===== config.mk =====
export PLATFORM = sky130hd
export DESIGN_NAME = arb_rr_4
export DESIGN_NICKNAME = d
export VERILOG_FILES = /design/src/rtl/arb_rr_4.sv
export SDC_FILE = /design/constraint.sdc
export NUM_CORES = 1
export LEC_CHECK = 0
export BUFFER_PORTS_ARGS = -buffer_cell sky130_fd_sc_hd__buf_2
export CORE_MARGIN = 2
export CORE_UTILIZATION = 49
export CTS_CLUSTER_DIAMETER = 80
export DETAILED_ROUTE_END_ITERATION = 10
export GPL_TIMING_DRIVEN = 0
export PLACE_DENSITY = 0.74
export RECOVER_POWER = 25
export REMOVE_ABC_BUFFERS = 1
export SYNTH_ARGS = -nofsm -noshare
export SYNTH_HDL_FRONTEND = slang
export SYNTH_SLANG_ARGS = --single-unit

===== constraint.sdc =====
create_clock -name clk -period 1.8 [get_ports clk]
set_input_delay 0 -clock clk [delete_from_list [all_inputs] [get_ports clk]]
set_output_delay 0 -clock clk [all_outputs]
set_load 0.02 [all_outputs]

===== src/rtl/arb_rr_4.sv =====
// Four-requester round-robin arbiter with a per-owner quantum.
// Registered one-hot grant; the owner is preempted after QUANTUM cycles when another requester waits.
module arb_rr_4 #(
    parameter int unsigned QUANTUM = 16
) (
    input  logic       clk,
    input  logic       reset_n,
    input  logic       en,
    input  logic [3:0] req,
    output logic [3:0] gnt,
    output logic [1:0] gnt_id,
    output logic       busy,
    output logic       new_gnt
);

    localparam int unsigned CW = (QUANTUM > 2) ? $clog2(QUANTUM) : 1;
    localparam logic [CW-1:0] HOLD_MAX = CW'(QUANTUM - 1);

    typedef enum logic {
        S_IDLE = 1'b0,
        S_OWN  = 1'b1
    } state_t;

    state_t        r_state;
    logic [1:0]    r_ptr;
    logic [CW-1:0] r_hold;
    logic [3:0]    r_gnt;
    logic [1:0]    r_gnt_id;
    logic          r_busy;
    logic          r_new_gnt;

    logic       w_any_vld;
    logic [1:0] w_any_idx;
    logic       w_oth_vld;
    logic [1:0] w_oth_idx;
    logic       w_do_grant;
    logic [1:0] w_grant_idx;
    logic       w_go_idle;

    // First requester after ptr; the "others" search skips ptr itself, which is the owner in S_OWN.
    always_comb begin
        w_any_vld = 1'b0;
        w_any_idx = r_ptr;
        w_oth_vld = 1'b0;
        w_oth_idx = r_ptr;
        for (int k = 4; k >= 1; k--) begin
            if (req[r_ptr + 2'(k)]) begin
                w_any_vld = 1'b1;
                w_any_idx = r_ptr + 2'(k);
            end
        end
        for (int k = 3; k >= 1; k--) begin
            if (req[r_ptr + 2'(k)]) begin
                w_oth_vld = 1'b1;
                w_oth_idx = r_ptr + 2'(k);
            end
        end
    end

    // Rearbitration decision for the coming edge.
    always_comb begin
        w_do_grant  = 1'b0;
        w_grant_idx = w_any_idx;
        w_go_idle   = 1'b0;
        if (en) begin
            case (r_state)
                S_IDLE: w_do_grant = w_any_vld;
                S_OWN: begin
                    if (!req[r_gnt_id] || (r_hold == HOLD_MAX)) begin
                        if (w_oth_vld) begin
                            w_do_grant  = 1'b1;
                            w_grant_idx = w_oth_idx;
                        end else if (!req[r_gnt_id]) begin
                            w_go_idle = 1'b1;
                        end
                    end
                end
                default: w_go_idle = 1'b1;
            endcase
        end
    end

    // Arbiter FSM and registered outputs.
    always_ff @(posedge clk or negedge reset_n) begin
        if (!reset_n) begin
            r_state   <= S_IDLE;
            r_ptr     <= 2'b11;
            r_hold    <= '0;
            r_gnt     <= 4'b0000;
            r_gnt_id  <= 2'b00;
            r_busy    <= 1'b0;
            r_new_gnt <= 1'b0;
        end else begin
            r_new_gnt <= 1'b0;
            if (!en || w_go_idle) begin
                r_state <= S_IDLE;
                r_gnt   <= 4'b0000;
                r_busy  <= 1'b0;
                r_hold  <= '0;
            end else if (w_do_grant) begin
                r_state   <= S_OWN;
                r_ptr     <= w_grant_idx;
                r_gnt_id  <= w_grant_idx;
                r_gnt     <= 4'b0001 << w_grant_idx;
                r_busy    <= 1'b1;
                r_hold    <= '0;
                r_new_gnt <= 1'b1;
            end else if (r_state == S_OWN) begin
                // Lone owner at quantum end keeps the grant with a fresh count.
                if (r_hold == HOLD_MAX) begin
                    r_hold <= '0;
                end else begin
                    r_hold <= r_hold + CW'(1);
                end
            end
        end
    end

    assign gnt     = r_gnt;
    assign gnt_id  = r_gnt_id;
    assign busy    = r_busy;
    assign new_gnt = r_new_gnt;

endmodule


==> impl_summary.log, run 1 <==
[metrics] result of the run: finished, violations left
[metrics] violations in the final reports: negative setup slack
[metrics] via count of the routed design: ~800
[metrics] Iteration-0 DRC Markers: 16
[metrics] number of CTS-inserted buffers: 3
[metrics] wl on met1: around 900 um
[metrics] Data arrival, critical path: a little under 2 ns
[metrics] WL final: 2060 um
[metrics] initial antenna violation count: 0
[metrics] area growth from synthesis to layout: 27.7%
[metrics] post-DR vias/cell: slightly below 6
[metrics] power per cell area: between 1000 and 1500 nW/um^2
[metrics] setup slack of the most critical reg-to-reg path: -0.02 ns
[metrics] final period utilization: 101%
[metrics] largest fanout on the critical path: 5
[metrics] Hold/Removal Path Class: input port to async pin
[metrics] # rows: 15
[metrics] most frequent cells in the layout: 13 x sky130_fd_sc_hd__buf_2, 11 x sky130_fd_sc_hd__dfrtp_1, 8 x sky130_fd_sc_hd__nand2_1
[metrics] final-report hold violation count: 0
[metrics] Core Box Area: between 1500 and 2000 um^2
[metrics] number of warnings reported in the yosys synthesis log: 0
[metrics] total power: between 1.5 and 2 mW
[metrics] post-route ant nets: 0
[metrics] CTS tree: done
[metrics] deepest level of the CTS H-tree: 1
[metrics] Worst Setup End Kind: register
[metrics] y dimension of the die: approximately 47 um
[metrics] most instantiated flip-flop cell in the synthesis netlist: sky130_fd_sc_hd__dfrtp_1
[metrics] metal2 WL: 1010 um
[metrics] die width: ~47 um
[metrics] clock tree buffer depth: 2
[metrics] flip-flop and latch count after synthesis: 14
[metrics] CTS sink count: 14
[metrics] Startpoint Class: register
[metrics] post-route minimum period: between 1.5 and 2 ns
[metrics] leakage dissipation: 0.524 nW
[metrics] io pins: 15
[metrics] All-Layer GR Usage: a little over a fifth
[metrics] initial core utilization: 52.2%
[metrics] cell at the root of the clock tree: sky130_fd_sc_hd__clkbuf_4
[metrics] utilization after layout: 66.7%
[metrics] Data required, critical path: ~2 ns
[metrics] Setup WS post-layout: -0.0199 ns
[metrics] input/output buffers: 14
[metrics] average routed wire per standard cell: 15.0 um
[metrics] setup-violating endpoint count in the final report: 1
[metrics] fraction of layout cells with a size suffix above 1: around 39%
[metrics] Mapped Avg Cell Area: approximately 10 um^2
[metrics] Syn Inst Count: 86
[metrics] half-perimeter wire length of the detailed placement result: about 1400 um
[metrics] Worst IR Drop VDD: about 930 uV
[metrics] wire length on met3: about 120 um
[metrics] sequential area share after synthesis: 39.1%
[metrics] Async SR Flop Fraction: 100%
[metrics] floorplan die area: approximately 2200 um^2
[metrics] global route total overflow: 0
[metrics] Highest Clock Rate: 0.549 GHz
[metrics] routability-driven placement congestion ratio: roughly 0.8
[metrics] Slew @ Worst Pin: 0.756 ns
[metrics] fin. max-slew vios: 0
[metrics] number of distinct library cells after synthesis: 38
[metrics] total iterations of the first detailed-routing run: 4
[metrics] latest clock arrival within the worst-skew pair: just under 0.3 ns
[metrics] CTS clk-pin slew, worst paths: roughly 0.09 ns
[metrics] cell area after synthesis: about 900 um^2
[metrics] max-cap check violation count: 0
[metrics] global-route wire length before repair: approximately 3200 um
[metrics] worst rel slew slack: about 50%
[metrics] most common cell after layout, fill and taps aside: sky130_fd_sc_hd__buf_2
[metrics] residual DRC count: 0
[metrics] final worst clock skew: 0.00622 ns
[metrics] number of nets in the layout: between 100 and 150
[metrics] unrepaired setup endpoints after global routing: true
[metrics] number of flops mapped to enable cells by yosys: 0
[metrics] number of diodes added for antenna fixing: 0
[metrics] highest routed layer: met4
[metrics] worst setup path class: register to register
[metrics] largest net degree at the start of global routing: 15
[metrics] via count of the first global-routing pass: 752
[worst paths after layout]
kind	from	to	depth (start not counted)
max	gnt_id[0]	gnt_id[0]	4
min	reset_n	new_gnt	2
max reg2reg	gnt_id[0]	gnt_id[0]	4
min reg2reg	gnt[1]	gnt[1]	2
max in group asynchronous	reset_n	r_hold[1]	2
min in group clk	req[1]	busy	4
[stage by stage]
stage | cell area [um^2] | std cells | setup slack (ns) | hold slack (ns) | setup TNS [ns]
3_3_place_gp | 988 | 123 | -0.152 | -0.0918 | -0.349
2_1_floorplan | 887 | 84 | -0.123 | -0.296 | -0.340
4_1_cts | 1100 | 133 | -0.0421 | 0.134 | -0.157
6_report | 1150 | 137 | -0.0199 | 0.287 | -0.0199
5_1_grt | 1150 | 137 | -0.0899 | 0.375 | -0.593
3_5_place_dp | 988 | 123 | -0.202 | -0.0898 | -0.738
[flip-flops by register name, summed over array words and instances (netlist names)]
name / flops
gnt: 4
gnt_id: 2
new_gnt: 1
busy: 1
r_hold: 4
r_ptr: 2
[repair_timing]
item                                   4_1_cts  5_1_grt
resized for setup                            5        7
buffers inserted                             4        4
hold buffers                                 2        0
setup endpoints to repair                   11       14
pin swaps                                    5        7
endpoints found under the hold margin       15        0
[critical path, stage by stage (launching register included)]
cell and delay (ns):
sky130_fd_sc_hd__dfrtp_1 0.38, sky130_fd_sc_hd__mux4_2 0.57, sky130_fd_sc_hd__a221oi_4 0.33, sky130_fd_sc_hd__nand2_4 0.12
sky130_fd_sc_hd__mux2_4 0.31
[logic make-up (layout without fill, tap and decap cells)]
logic type	after synthesis	after routing	synth area share (%)
AND/OR/NAND/NOR	34	34	20.5
AO/OA/AOI/OAI	28	28	29.0
flip-flops	14	14	39.1
buffers and inverters	5	31	2.91
multiplexers	4	4	7.07
adder cells (fa/ha/maj)	1	1	1.39
[metal layers]
layer | GRT usage (%) | vias up
met3 | 4.62 | 2
li1 | - | 386
met1 | 28.1 | 385
met2 | 34.2 | 29
met5 | 0 | -
met4 | 5.00 | 0
[cells in the mapped netlist (3+ instances only)]
cell type                  number  area, um^2
sky130_fd_sc_hd__dfrtp_1       12         300
sky130_fd_sc_hd__inv_1          3        11.3
sky130_fd_sc_hd__nand2_1        8        30.0
sky130_fd_sc_hd__nand3_1        7        35.0
sky130_fd_sc_hd__nor2_1         3        11.3
sky130_fd_sc_hd__nor2b_1        4        25.0
sky130_fd_sc_hd__o211ai_1       7        52.6
sky130_fd_sc_hd__o21ai_0        3        15.0
[area by class of cell]
class                   count  area, um^2
fillers                   144         574
multi-input cells          67         563
flip-flops and latches     14         354
repair buffers             24         156
clock buffers               4        36.3
well taps                  25        31.3
inverters                   3        11.3
[power breakdown]
| part | total, mW | switching [mW] | leakage (nW) | internal (mW) |
|---|---|---|---|---|
| clock network | 0.233 | 0.110 | 0.0210 | 0.123 |
| registers | 0.558 | 0.121 | 0.178 | 0.437 |
| logic | 0.851 | 0.453 | 0.325 | 0.398 |
No activity file was read; power rests on OpenSTA's default activity.
==> run 2, diff against run 1 <==
Settings changed: PLACE_DENSITY 0.74 to unset, PLACE_DENSITY_LB_ADDON set to 0.3.
==> impl_summary.log, run 2 (same netlist as run 1, synthesis figures left out) <==
[metrics] result of the run: finished, violations left
[metrics] violations in the final reports: negative setup slack
[metrics] leakage dissipation: ~0.52 nW
[metrics] post-route minimum period: approximately 1.8 ns
[metrics] Iteration-0 DRC Markers: 20
[metrics] worst rel slew slack: between 50% and 60%
[metrics] y dimension of the die: between 40 and 50 um
[metrics] number of diodes added for antenna fixing: 0
[metrics] floorplan die area: 2200 um^2
[metrics] final-report hold violation count: 0
[metrics] average routed wire per standard cell: 14.1 um
[metrics] via count of the first global-routing pass: approximately 680
[metrics] ordered list of cells on the worst path: nor3_1, o21a_1, o211ai_4, nand2_4, mux2_4
[metrics] Setup WS post-layout: -0.0196 ns
[metrics] Data required, critical path: roughly 2 ns
[metrics] fraction of layout cells with a size suffix above 1: 37.5%
[metrics] Critical Path Max Stage Delay: 0.61 ns
[metrics] post-route ant nets: 0
[metrics] final worst clock skew: slightly below 0.01 ns
[metrics] deepest level of the CTS H-tree: 1
[metrics] All-Layer GR Usage: 19.7%
[metrics] area growth from synthesis to layout: 26.2%
[metrics] CTS sink count: 14
[metrics] number of nets in the layout: between 100 and 150
[metrics] io pins: 15
[metrics] largest fanout on the critical path: 8
[metrics] most common cell after layout, fill and taps aside: sky130_fd_sc_hd__buf_2
[metrics] gate family responsible for the most delay along the worst path: flip-flops
[metrics] Hold/Removal Path Class: input port to async pin
[metrics] Worst IR Drop VDD: roughly 850 uV
[metrics] CP max-delay cell: sky130_fd_sc_hd__dfstp_2
[metrics] Highest Clock Rate: about 0.55 GHz
[metrics] WL final: 1930 um
[metrics] length in cells of the worst reg-to-reg path: 5
[metrics] worst path bufs/invs: 0
[metrics] largest net degree at the start of global routing: 15
[metrics] die width: about 47 um
[metrics] initial core utilization: a little over half
[metrics] cell at the root of the clock tree: sky130_fd_sc_hd__clkbuf_4
[metrics] clock tree buffer depth: 2
[metrics] latest clock arrival within the worst-skew pair: 0.28 ns
[metrics] residual DRC count: 0
[metrics] CTS tree: done
[metrics] CTS clk-pin slew, worst paths: around 0.080 ns
[metrics] worst slack after detailed placement: -0.212 ns
[metrics] Startpoint Class: register
[metrics] setup slack of the most critical reg-to-reg path: -0.02 ns
[metrics] most frequent cells in the layout: 13 x sky130_fd_sc_hd__buf_2, 12 x sky130_fd_sc_hd__dfrtp_1, 8 x sky130_fd_sc_hd__nand2_1
[metrics] Core Box Area: between 1500 and 2000 um^2
[metrics] initial antenna violation count: 0
[metrics] routability-driven placement congestion ratio: roughly 0.8
[metrics] worst reg2reg path endpoint: gnt_id[0]
[metrics] post-DR vias/cell: between 5 and 6
[metrics] via count of the routed design: 766
[metrics] Crit Reg-Reg Startpoint: r_ptr[0]
[metrics] worst setup path class: register to register
[metrics] Data arrival, critical path: around 2.0 ns
[metrics] final period utilization: 101%
[metrics] global-route wire length before repair: between 2000 and 3000 um
[metrics] unrepaired setup endpoints after global routing: true
[metrics] number of CTS-inserted buffers: 3
[metrics] total iterations of the first detailed-routing run: 4
[metrics] Worst Setup End Kind: register
[metrics] max-cap check violation count: 0
[metrics] FILL cells: ~150
[metrics] power per cell area: approximately 1400 nW/um^2
[metrics] Slew @ Worst Pin: approximately 0.74 ns
[metrics] final setup TNS: -0.0362 ns
[metrics] global route total overflow: 0
[metrics] input/output buffers: 14
[metrics] setup-violating endpoint count in the final report: 4
[metrics] # rows: 15
[metrics] fin. max-slew vios: 0
[metrics] half-perimeter wire length of the detailed placement result: ~1300 um
==> run 2: cell counts in the layout (fill, tap and decap cells not counted) <==
Identical to the previous run, type by type.
==> run 2: through the flow <==
stage | cells | util [%] | total power, mW | hold WS [ns] | instance area [um^2]
final | 137 | 65.9 | 1.58 | 0.297 | 1140
after global routing | 137 | 65.9 | 1.69 | 0.368 | 1140
after CTS | 132 | 62.5 | 1.50 | 0.142 | 1080
after detailed placement | 123 | 57.2 | 1.25 | -0.0874 | 988
after global placement | 123 | 57.2 | 1.24 | -0.0922 | 988
after floorplan | 84 | - | 1.07 | -0.296 | 887
==> run 2: worst max path at each step <==
stage / from / end / slack [ns] / cells after the start
2_1_floorplan: gnt_id[0] / gnt_id[0] / -0.12 / 4
3_3_place_gp: r_ptr[0] / gnt_id[0] / -0.15 / 5
3_5_place_dp: r_ptr[0] / gnt_id[0] / -0.21 / 5
4_1_cts: gnt_id[0] / gnt[0] / -0.03 / 5
5_1_grt: r_ptr[0] / gnt_id[0] / -0.09 / 5
6_report: r_ptr[0] / gnt_id[0] / -0.02 / 5
==> run 2: final cells by class <==
cell class | instances | area [um^2] | share of cell area, %
clock buffer | 4 | 26.3 | 2.31
inverter | 3 | 11.3 | 0.989
multi-input combinational | 67 | 564 | 49.6
sequential | 14 | 353 | 31.0
tap | 25 | 31.3 | 2.75
timing repair buffer | 24 | 153 | 13.4
==> run 2: power by group <==
part	internal [mW]	leakage [nW]	switching, mW
combinational	0.393	0.326	0.452
sequential	0.437	0.179	0.122
clock	0.0859	0.0150	0.0924
==> run 2: repair_timing <==
action	CTS	global route
gates resized for setup	4	6
cloned	0	0
pin swaps	4	5
endpoints found under the hold margin	15	0
setup endpoints to repair	11	10
hold buffers	2	0
buffers inserted	3	5
==> run 2: layer usage <==
layer / wire length, um / up-vias / track usage [%]
met3: 112 / 0 / 6.92
met2: 913 / 21 / 29.6
met1: 900 / 360 / 26.7
li1: - / 385 / -
met4: 0 / 0 / 6.11
met5: 0 / - / 0
==> run 2: worst reg2reg max path, stage by stage (launching register included) <==
cell,delay [ns]
sky130_fd_sc_hd__dfstp_2,0.61
sky130_fd_sc_hd__nor3_1,0.08
sky130_fd_sc_hd__o21a_1,0.23
sky130_fd_sc_hd__o211ai_4,0.35
sky130_fd_sc_hd__nand2_4,0.13
sky130_fd_sc_hd__mux2_4,0.32
